==> src/rtl/ysyx_24090013_ifu_pkg.sv <==
// Shared constants and FSM encoding for the instruction fetch unit.
package ysyx_24090013_ifu_pkg;

  localparam int unsigned INST_W = 32;
  localparam int unsigned ADDR_W = 32;
  localparam logic [ADDR_W-1:0] DEFAULT_RESET_PC = 32'h8000_0000;

  typedef enum logic [1:0] {
    S_IDLE  = 2'd0,
    S_REQ   = 2'd1,
    S_WAIT  = 2'd2,
    S_DRAIN = 2'd3
  } ifu_state_e;

  function automatic logic [ADDR_W-1:0] align_word(input logic [ADDR_W-1:0] addr);
    return {addr[ADDR_W-1:2], 2'b00};
  endfunction

endpackage

==> src/rtl/ysyx_24090013_fetch_fifo.sv <==
// Fetch buffer: power-of-two FIFO with simultaneous push/pop and a flush that empties it.
module ysyx_24090013_fetch_fifo #(
  parameter int unsigned DEPTH = 2,
  parameter int unsigned WIDTH = 64
) (
  input  logic                           i_clk,
  input  logic                           i_rst_n,
  input  logic                           i_push,
  input  logic [WIDTH-1:0]               i_data,
  input  logic                           i_pop,
  input  logic                           i_flush,
  output logic [WIDTH-1:0]               o_data,
  output logic [$clog2(DEPTH+1)-1:0]     o_count,
  output logic                           o_empty,
  output logic                           o_full
);

  localparam int unsigned PTR_W = (DEPTH > 1) ? $clog2(DEPTH) : 1;
  localparam int unsigned CNT_W = $clog2(DEPTH + 1);

  logic [WIDTH-1:0] r_mem [DEPTH];
  logic [PTR_W-1:0] r_rd_ptr;
  logic [PTR_W-1:0] r_wr_ptr;
  logic [CNT_W-1:0] r_count;
  logic             w_push;
  logic             w_pop;

  assign o_empty = (r_count == '0);
  assign o_full  = (r_count == CNT_W'(DEPTH));
  assign o_count = r_count;
  assign o_data  = r_mem[r_rd_ptr];

  // A push into a full buffer is legal only when the head leaves in the same cycle.
  assign w_pop  = i_pop & ~o_empty;
  assign w_push = i_push & (~o_full | w_pop);

  always_ff @(posedge i_clk or negedge i_rst_n) begin
    if (!i_rst_n) begin
      r_rd_ptr <= '0;
      r_wr_ptr <= '0;
      r_count  <= '0;
      for (int i = 0; i < int'(DEPTH); i++) begin
        r_mem[i] <= '0;
      end
    end else if (i_flush) begin
      r_rd_ptr <= r_wr_ptr;
      r_count  <= '0;
    end else begin
      if (w_push) begin
        r_mem[r_wr_ptr] <= i_data;
        r_wr_ptr        <= r_wr_ptr + PTR_W'(1);
      end
      if (w_pop) begin
        r_rd_ptr <= r_rd_ptr + PTR_W'(1);
      end
      r_count <= r_count + CNT_W'(w_push) - CNT_W'(w_pop);
    end
  end

endmodule

==> src/rtl/ysyx_24090013_ifu.sv <==
// Instruction fetch unit: owns the PC, issues one fetch at a time and buffers {pc, inst} for decode.
module ysyx_24090013_ifu
  import ysyx_24090013_ifu_pkg::*;
#(
  parameter logic [31:0] RESET_PC  = DEFAULT_RESET_PC,
  parameter int unsigned BUF_DEPTH = 2
) (
  input  logic        clk,
  input  logic        rst,
  output logic        ifu_mem_req_valid,
  output logic [31:0] ifu_mem_req_addr,
  input  logic        mem_ifu_req_ready,
  input  logic        mem_ifu_resp_valid,
  input  logic [31:0] mem_ifu_resp_data,
  output logic        ifu_mem_resp_ready,
  input  logic        redirect_valid,
  input  logic [31:0] redirect_pc,
  output logic        ifu_idu_valid,
  output logic [31:0] ifu_idu_inst,
  output logic [31:0] ifu_idu_pc,
  input  logic        idu_ifu_ready
);

  localparam int unsigned CNT_W = $clog2(BUF_DEPTH + 1);

  ifu_state_e          r_state;
  ifu_state_e          w_state_next;
  logic [ADDR_W-1:0]   r_pc;
  logic [ADDR_W-1:0]   w_pc_next;
  logic [ADDR_W-1:0]   r_tag_pc;
  logic [ADDR_W-1:0]   w_tag_next;
  logic                w_req_fire;
  logic                w_resp_fire;
  logic                w_push;
  logic                w_pop;
  logic                w_empty;
  logic                w_full;
  logic [CNT_W-1:0]    w_count;
  logic [63:0]         w_head;
  logic                w_unused;

  assign ifu_mem_req_valid  = (r_state == S_REQ) & ~w_full;
  assign ifu_mem_req_addr   = r_pc;
  assign ifu_mem_resp_ready = (r_state == S_WAIT) | (r_state == S_DRAIN);

  assign w_req_fire  = ifu_mem_req_valid & mem_ifu_req_ready;
  assign w_resp_fire = ifu_mem_resp_ready & mem_ifu_resp_valid;

  always_comb begin
    w_state_next = r_state;
    w_pc_next    = r_pc;
    w_tag_next   = r_tag_pc;
    unique case (r_state)
      S_IDLE:  w_state_next = S_REQ;
      S_REQ: begin
        if (w_req_fire) begin
          w_tag_next   = r_pc;
          w_pc_next    = r_pc + 32'd4;
          w_state_next = S_WAIT;
        end
      end
      S_WAIT:  if (w_resp_fire) w_state_next = S_REQ;
      S_DRAIN: if (w_resp_fire) w_state_next = S_REQ;
      default: w_state_next = S_IDLE;
    endcase
    // A response still owed to a flushed fetch must be swallowed in S_DRAIN.
    if (redirect_valid) begin
      w_pc_next = align_word(redirect_pc);
      if ((r_state == S_WAIT && !w_resp_fire) || (r_state == S_REQ && w_req_fire)) begin
        w_state_next = S_DRAIN;
      end
    end
  end

  always_ff @(posedge clk or negedge rst) begin
    if (!rst) begin
      r_state  <= S_IDLE;
      r_pc     <= RESET_PC;
      r_tag_pc <= RESET_PC;
    end else begin
      r_state  <= w_state_next;
      r_pc     <= w_pc_next;
      r_tag_pc <= w_tag_next;
    end
  end

  assign w_push = (r_state == S_WAIT) & w_resp_fire & ~redirect_valid;
  assign w_pop  = ifu_idu_valid & idu_ifu_ready;

  ysyx_24090013_fetch_fifo #(
    .DEPTH (BUF_DEPTH),
    .WIDTH (64)
  ) u_fifo (
    .i_clk   (clk),
    .i_rst_n (rst),
    .i_push  (w_push),
    .i_data  ({r_tag_pc, mem_ifu_resp_data}),
    .i_pop   (w_pop),
    .i_flush (redirect_valid),
    .o_data  (w_head),
    .o_count (w_count),
    .o_empty (w_empty),
    .o_full  (w_full)
  );

  assign ifu_idu_valid = ~w_empty;
  assign ifu_idu_pc    = w_head[63:32];
  assign ifu_idu_inst  = w_head[31:0];

  assign w_unused = ^{w_count, redirect_pc[1:0]};

endmodule

==> config.mk <==
export PLATFORM = sky130hd
export DESIGN_NAME = ysyx_24090013_ifu
export DESIGN_NICKNAME = d
export VERILOG_FILES = /design/src/rtl/ysyx_24090013_ifu_pkg.sv /design/src/rtl/ysyx_24090013_fetch_fifo.sv /design/src/rtl/ysyx_24090013_ifu.sv
export SDC_FILE = /design/constraint.sdc
export NUM_CORES = 1
export LEC_CHECK = 0
export BUFFER_PORTS_ARGS = -buffer_cell sky130_fd_sc_hd__buf_2
export CAP_MARGIN = 20
export CELL_PAD_IN_SITES_DETAIL_PLACEMENT = 0
export CELL_PAD_IN_SITES_GLOBAL_PLACEMENT = 1
export CORE_MARGIN = 4
export CORE_UTILIZATION = 45
export CTS_CLUSTER_SIZE = 12
export DETAILED_ROUTE_END_ITERATION = 10
export HOLD_SLACK_MARGIN = 0.02
export PLACE_DENSITY_LB_ADDON = 0.1
export SYNTH_ARGS = -nofsm -noshare
export SYNTH_HDL_FRONTEND = slang
export SYNTH_HIERARCHICAL = 1
export SYNTH_SLANG_ARGS = --single-unit
==> constraint.sdc <==
create_clock -name clk -period 2.3 [get_ports clk]
set_clock_uncertainty 0.1 [all_clocks]
set_input_delay 0.46 -clock clk [delete_from_list [all_inputs] [get_ports clk]]
set_output_delay 0.46 -clock clk [all_outputs]
set_load 0.02 [all_outputs]
==> results of run 1 <==
-- synth_stat cells, drive strengths merged (2+ instances only) --
cell / number / area share, %
nor3b: 3 / 0.30
nor3: 2 / 0.11
inv: 9 / 0.37
o211ai: 4 / 0.33
nor2: 20 / 0.83
a22oi: 2 / 0.17
buf: 28 / 2.5
o31ai: 14 / 1.2
nand2: 107 / 4.4
and3: 7 / 0.48
xnor2: 5 / 0.48
nor2b: 6 / 0.41
or3: 3 / 0.26
and2: 4 / 0.28
a31oi: 14 / 0.97
clkbuf: 17 / 0.73
dfstp: 2 / 0.58
o21ai: 18 / 0.99
or4: 16 / 1.3
o311ai: 2 / 0.19
dfrtp: 192 / 53
or4b: 2 / 0.22
and4: 3 / 0.29
ha: 3 / 0.41
nand3: 13 / 0.72
mux2: 192 / 26
nand4: 12 / 1.1
xor2: 5 / 0.48
-- worst min-delay path, delay by kind of cell --
kind | cells | cell delay [ns]
buf+inv | 1 | 0.08
simple gates | 2 | 0.09
-- cell type report --
cell class / instances / area, sq um
Clock buffer: 18 / 429
Clock inverter: 14 / 148
Fill cell: 1770 / 8820
Inverter: 9 / 33.8
Multi-Input combinational cell: 472 / 3920
Sequential cell: 194 / 4860
Tap cell: 265 / 332
Timing Repair Buffer: 192 / 1110
-- cells by family (layout without fill, tap and decap cells) --
group	Yosys count	count (layout)	share of synthesized area, %
AO/OA/AOI/OAI	56	56	4.01
adder cells (fa/ha/maj)	3	3	0.414
flip-flops	194	194	53.6
multiplexers	193	193	26.0
buffers and inverters	54	233	3.65
AND/OR/NAND/NOR	204	204	11.3
XOR/XNOR	10	10	0.967
other	1	6	0.0414
-- worst paths after layout --
| check | slack (ns) | startpoint | endpoint | cells past startpoint |
|---|---|---|---|---|
| min in group asynchronous | 0.46 | rst | u_fifo/r_mem[6] | 2 |
| worst min-delay path | 0.13 | redirect_pc[11] | ifu_mem_req_addr[11] | 3 |
| worst max register to register | 0.15 | r_state[1] | u_fifo/r_mem[57] | 6 |
| worst max-delay path | 0.001 | u_fifo/r_rd_ptr | ifu_idu_pc[3] | 3 |
| max in group asynchronous | 0.99 | rst | r_tag_pc[31] | 3 |
| worst min register to register | 0.37 | r_tag_pc[31] | r_tag_pc[31] | 2 |
-- metrics by stage --
step / hold WS (ns) / worst slack (ns) / utilization (%) / instances
detailed placement: 0.350 / 0.0414 / 52.0 / 1130
floorplan: 0.0644 / 0.0110 / - / 720
CTS: 0.111 / -0.0399 / 55.0 / 1163
global route: 0.120 / -0.0720 / 55.1 / 1164
finish: 0.133 / 0.00144 / 55.1 / 1164
global placement: 0.340 / 0.0378 / 52.0 / 1130
-- power by group through the flow --
stage          registers (mW)  clock network [mW]  logic (mW)
5_1_grt                  4.50                3.15        2.61
3_5_place_dp             4.48                   0        2.42
6_report                 4.41                2.89        2.40
2_1_floorplan            4.40                   0        1.64
4_1_cts                  4.42                2.98        2.44
3_3_place_gp             4.43                   0        2.38
-- per-layer routing --
metal | global-route usage [%] | vias to the layer above | wire length (um)
li1 | - | 2879 | -
met1 | 25.6 | 3079 | 9290
met2 | 31.8 | 167 | 10000
met3 | 4.82 | 15 | 1270
met4 | 5.76 | 0 | 243
met5 | 0 | - | 0
-- sequential cells by signal, indices dropped and copies added, names as in the netlist --
| register | flops |
|---|---|
| u_fifo/o_count | 2 |
| u_fifo/r_wr_ptr | 1 |
| ifu_mem_req_addr | 30 |
| u_fifo/r_mem | 128 |
| r_state | 2 |
| u_fifo/r_rd_ptr | 1 |
| r_tag_pc | 30 |
-- what timing repair did --
action | in CTS | in global routing
pin swaps | 0 | 2
hold endpoints to repair | 47 | 0
gates resized for setup | 0 | 4
buffers inserted | 0 | 1
setup endpoints to repair | 50 | 67
hold buffers | 1 | 0
==> summary.txt, run 1 <==
Synth
  – EDFF count, synth: 0
  – Synth Register Bits: 194
  – Ys async rst share: 100%
  – Yosys warns: 6
  – Main synth FF type: dfrtp_1
  – Synth Instances: 715
  – Syn Area/Cell: 12.7 sq um
  – Seq/Total Area, Yosys: 53.6%
  – Count of different cell masters after synthesis: 49
  – Synth Cell Area: 9060 sq um

Power and ir drop
  – Leakage: 5.60 nW
  – PwrDens: 896 nW/um^2
  – Final Power: 9.70 mW
  – Combinational share of power: 24.7%
  – Sequential share of power: 45.5%
  – Internal power: 6.66 mW
  – Sw frac: 31.3%
  – Clk pwr share: 29.8%
  – Psw: 3.04 mW
  – Peak supply drop: 0.000527 V

Worst setup path
  – CP arrival: 1.74 ns
  – Worst path required time: 1.74 ns
  – Crit Path Category: flip-flop to output port
  – Worst-path maximum fanout: 24
  – Max incr delay on CP: 0.42 ns
  – CP max stage cell: dfrtp_4
  – Critical Path Source Type: flip-flop
  – CP Capture Type: output port
  – CP bufs+invs: 2
  – CP delay by family, top: buffers and inverters
  – Critical path, cell by cell: buf_4 > mux2_2 > buf_2

Die
  – Total Die Area: 22500 sq um
  – Num ports: 169
  – Initial Utilization: 46.1%
  – Die Span Y: 150 um
  – Die W: 150 um
  – Core area: 19700 sq um
  – Row cnt: 51

Drt
  – WL final: 20800 um
  – DRC: 0
  – Antenna Nets Post-Route: 0
  – DRT Pass-1 Iters: 8
  – Vias post-DR: 6140
  – Via density per instance: 5.27
  – Average wire per standard cell: 17.9 um
  – Detailed Route Iter0 Violations: 262

Hold path
  – HP Class: primary input to flip-flop

Timing
  – Tmin final: 2.30 ns
  – # setup viols final: 0
  – Max Fclk: 0.435 GHz
  – Max Slew Vio Count: 0
  – Crit share post-route: 99.9%
  – Total negative slack: 0 ns
  – Fin. Hold Viols: 0
  – Unrepaired setup endpoints after global routing: true

Cells and area
  – ANT cells: 0
  – Post-route cell area: 10800 sq um
  – Highest-count cells in the layout ignoring fill and taps: dfrtp_1 (191), buf_2 (163), mux2_2 (143)
  – Synthesis-to-finish area growth: 19.6%
  – Share of cells above drive strength 1: 47.3%
  – Commonest non-fill, non-tap cell in the layout: dfrtp_1
  – Nets: 959

Placement
  – Dpl cell area: 10200 sq um
  – RD Place Congestion: 0.817
  – Input/output buffers: 164
  – Post-DP HPWL: 14600 um

GRT
  – Vias in the first global route: 6620
  – GRT Resource Usage Total: 19.4%
  – First-pass GRT wire length: 34800 um
  – Largest net degree at the start of global routing: 53
  – Global route overflow: 0
  – Initial antenna violation count: 0

Outcome
  – Status: finished clean

Clock tree
  – Clock slew at reported path FFs: 0.07 ns
  – Num CTS Buffers: 17
  – Latest clock arrival within the worst-skew pair: 0.43 ns
  – Clock Tree Buf Depth: 2
  – TritonCTS clock tree: done
  – CTS H-tree lvls: 4
  – Root Buffer: clkbuf_16
  – CTS sink cnt: 194

Flow run
  – Maxcap violations: 0
(Power assumes the default switching activity.)
==> run 2: changes to the inputs <==
Settings changed: CORE_UTILIZATION 45 to 44, SYNTH_HIERARCHICAL 1 to unset.
==> summary.txt, run 2 <==
Drt
  – Via density per instance: 5.05 (was 5.27)
  – Metal3 WL: 1140 um (was 1270 um)
  – Antenna Nets Post-Route: 0 (unchanged)
  – Detailed Route Iter0 Violations: 194 (was 262)
  – WL final: 19900 um (was 20800 um)
  – Average wire per standard cell: 17.3 um (was 17.9 um)
  – DRT Pass-1 Iters: 4 (was 8)
  – Vias post-DR: 5807 (was 6140)
  – DRC: 0 (unchanged)
  – WL met1: 9330 um (was 9290 um)
  – Max layer used: met4 (unchanged)
  – Wire length on met2: 9360 um (was 10000 um)

Clock tree
  – Clock slew at reported path FFs: 0.07 ns (about the same)
  – TritonCTS clock tree: done (unchanged)
  – Clock Tree Buf Depth: 2 (unchanged)
  – Root Buffer: clkbuf_16 (unchanged)
  – CTS H-tree lvls: 4 (unchanged)
  – Num CTS Buffers: 17 (unchanged)
  – CTS sink cnt: 190 (was 194)
  – Latest clock arrival within the worst-skew pair: 0.42 ns (was 0.43 ns)

Timing
  – Tmin final: 2.24 ns (was 2.30 ns)
  – Crit share post-route: 97.4% (was 99.9%)
  – Worst slew margin: 59.9%
  – Total negative slack: 0 ns (unchanged)
  – Worst slew pin tran: 0.601 ns
  – Max Slew Vio Count: 0 (unchanged)
  – Unrepaired setup endpoints after global routing: false (was true)
  – Max Fclk: 0.446 GHz (was 0.435 GHz)
  – Fin Hold WS: 0.142 ns (was 0.133 ns)
  – Setup ws final: 0.0597 ns (was 0.00144 ns)
  – # setup viols final: 0 (unchanged)
  – Fin. Hold Viols: 0 (unchanged)

Synth
  – Yosys warns: 0 (was 6)
  – Most frequent cell after synthesis: dfrtp_1 (unchanged)
  – EDFF count, synth: 0 (unchanged)
  – Adder-Cell Fraction of Synth Area: 0.440% (was 0.414%)
  – Xor/xnor cell area share of the yosys netlist: 2.98% (was 0.967%)
  – Largest family of logic cells by synthesized area: multiplexers (unchanged)
  – Syn Area/Cell: 12.2 sq um (was 12.7 sq um)
  – Count of different cell masters after synthesis: 43 (was 49)
  – Ys async rst share: 100% (unchanged)
  – Top-area cell type share of the netlist area: 55.1% (was 53.0%)
  – Synth Instances: 697 (was 715)
  – Simple-Gate Fraction of Synth Area: 10.7% (was 11.3%)
  – Synth Register Bits: 190 (was 194)
  – Cell taking the most area after synthesis: dfrtp_1 (unchanged)
  – Synth Cell Area: 8540 sq um (was 9060 sq um)
  – Seq/Total Area, Yosys: 55.7% (was 53.6%)
  – Fraction of synthesized area in multiplexers: 25.0% (was 26.0%)
  – Top post-synthesis cells by area: dfrtp_1 (55%), mux2_2 (25%), nand2_1 (5.2%) (was dfrtp_1 (53%), mux2_2 (18%), mux2_4 (8.1%))
  – Post-synthesis compound-gate area fraction: 2.49% (was 4.01%)
  – Synth cell count leaders: dfrtp_1 (188), mux2_2 (187), nand2_1 (118), o21ai_0 (32), clkbuf_1 (24) (was dfrtp_1 (192), mux2_2 (143), nand2_1 (107), mux2_4 (49), nor2_1 (20))
  – Main synth FF type: dfrtp_1 (unchanged)

Cells and area
  – Synthesis-to-finish area growth: 23.3% (was 19.6%)
  – ANT cells: 0 (unchanged)
  – Utilization after layout: 55.7% (was 55.1%)
  – Final Instance Count excl. Fillers: 1150 (was 1164)
  – Nets: 950 (was 959)
  – Share of cells above drive strength 1: 48.7% (was 47.3%)
  – Commonest non-fill, non-tap cell in the layout: mux2_2 (was dfrtp_1)
  – Reg with most FFs: u_fifo.r_mem (was u_fifo/r_mem)
  – Area of the multi-input gates: 3580 sq um (was 3920 sq um)
  – Filler cells: 1675 (was 1770)
  – Post-route cell area: 10500 sq um (was 10800 sq um)
  – Number of flip-flops under the largest register name: 124 (was 128)
  – Sequential Area: 4760 sq um (was 4860 sq um)
  – Highest-count cells in the layout ignoring fill and taps: mux2_2 (187), dfrtp_1 (186), buf_2 (161) (was dfrtp_1 (191), buf_2 (163), mux2_2 (143))

Placement
  – RD Place Congestion: 0.851 (was 0.817)
  – Dpl cell area: 9890 sq um (was 10200 sq um)
  – Input/output buffers: 162 (was 164)
  – Post-DP HPWL: 14000 um (was 14600 um)
  – Pre-CTS setup slack: 0.00732 ns (was 0.0414 ns)
  – Placed Cells: 1116 (was 1130)

Die
  – Row cnt: 50 (was 51)
  – Core area: 18900 sq um (was 19700 sq um)
  – Num ports: 169 (unchanged)
  – Die W: 147 um (was 150 um)
  – Initial Utilization: 45.2% (was 46.1%)
  – Die Span Y: 147 um (was 150 um)
  – Total Die Area: 21700 sq um (was 22500 sq um)

Worst setup path
  – CP arrival: 2.45 ns (was 1.74 ns)
  – Crit Path Category: flip-flop to flip-flop (was flip-flop to output port)
  – Critical Path Source Type: flip-flop (unchanged)
  – Worst path required time: 2.51 ns (was 1.74 ns)
  – Worst-path maximum fanout: 5 (was 24)
  – CP Capture Type: flip-flop (was output port)

Outcome
  – Status: finished clean (unchanged)

GRT
  – Global route overflow: 0 (unchanged)
  – First-pass GRT wire length: 32400 um (was 34800 um)
  – GRT Resource Usage Total: 18.7% (was 19.4%)
  – Vias in the first global route: 6224 (was 6620)
  – Largest net degree at the start of global routing: 72 (was 53)
  – Initial antenna violation count: 0 (unchanged)

Power and ir drop
  – Leakage: 5.34 nW (was 5.60 nW)
  – Peak supply drop: 0.000573 V (was 0.000527 V)
  – PwrDens: 1150 nW/um^2 (was 896 nW/um^2)
  – Final Power: 12.1 mW (was 9.70 mW)

Flow run
  – Maxcap violations: 0 (unchanged)

Hold path
  – HP Class: primary input to flip-flop (unchanged)
[run 2: routing by layer]
layer  vias up  GRT usage, %
met2       162          29.1
met3         6          4.97
met1      2876          26.6
li1       2763             -
met5         -             0
met4         0          3.77
[run 2: what timing repair did]
action / 4_1_cts / 5_1_grt
hold endpoints to repair: 62 / 0
hold buffers: 1 / 0
buffers inserted: 0 / 1
endpoints found under the setup margin: 0 / 2
resized for setup: 0 / 2
[run 2: path summary, 6_finish.rpt]
kind	from	endpoint	slack, ns	depth (start not counted)
min in group asynchronous	rst	u_fifo.r_mem[90]	0.52	2
worst min-delay path	redirect_pc[9]	ifu_mem_req_addr[9]	0.14	3
worst max register to register	u_fifo.o_count[1]	ifu_mem_req_addr[30]	0.06	5
worst max-delay path	u_fifo.o_count[1]	ifu_mem_req_addr[30]	0.06	5
max in group asynchronous	rst	r_state[0]	0.93	3
worst min register to register	r_tag_pc[31]	r_tag_pc[31]	0.37	2
[run 2: power breakdown]
| group | internal [mW] | switching (mW) | leakage, nW |
|---|---|---|---|
| registers | 4.40 | 0.635 | 2.48 |
| clock network | 1.68 | 1.35 | 0.296 |
| logic | 1.89 | 2.18 | 2.56 |
| total | 7.97 | 4.16 | 5.34 |
[run 2: cell type report]
class / count / share of cell area [%]
clock buffer: 18 / 4.17
inverter: 9 / 0.321
multi-input combinational: 458 / 34.0
tap: 260 / 3.09
sequential: 190 / 45.2
timing repair buffer: 201 / 11.5
clock inverter: 14 / 1.64
[run 2: logic make-up after synthesis]
group	after synthesis
compound gates	39
buf+inv	52
fa+ha+maj	3
flops	190
mux	190
other cells	1
simple gates	193
xor+xnor	29
[run 2: critical path, cell delays in order, from the launching register on]
cell	delay, ns
dfrtp_1	0.41
nor2b_4	0.15
or3_4	0.40
or4_4	0.53
o31a_1	0.25
o31a_1	0.29
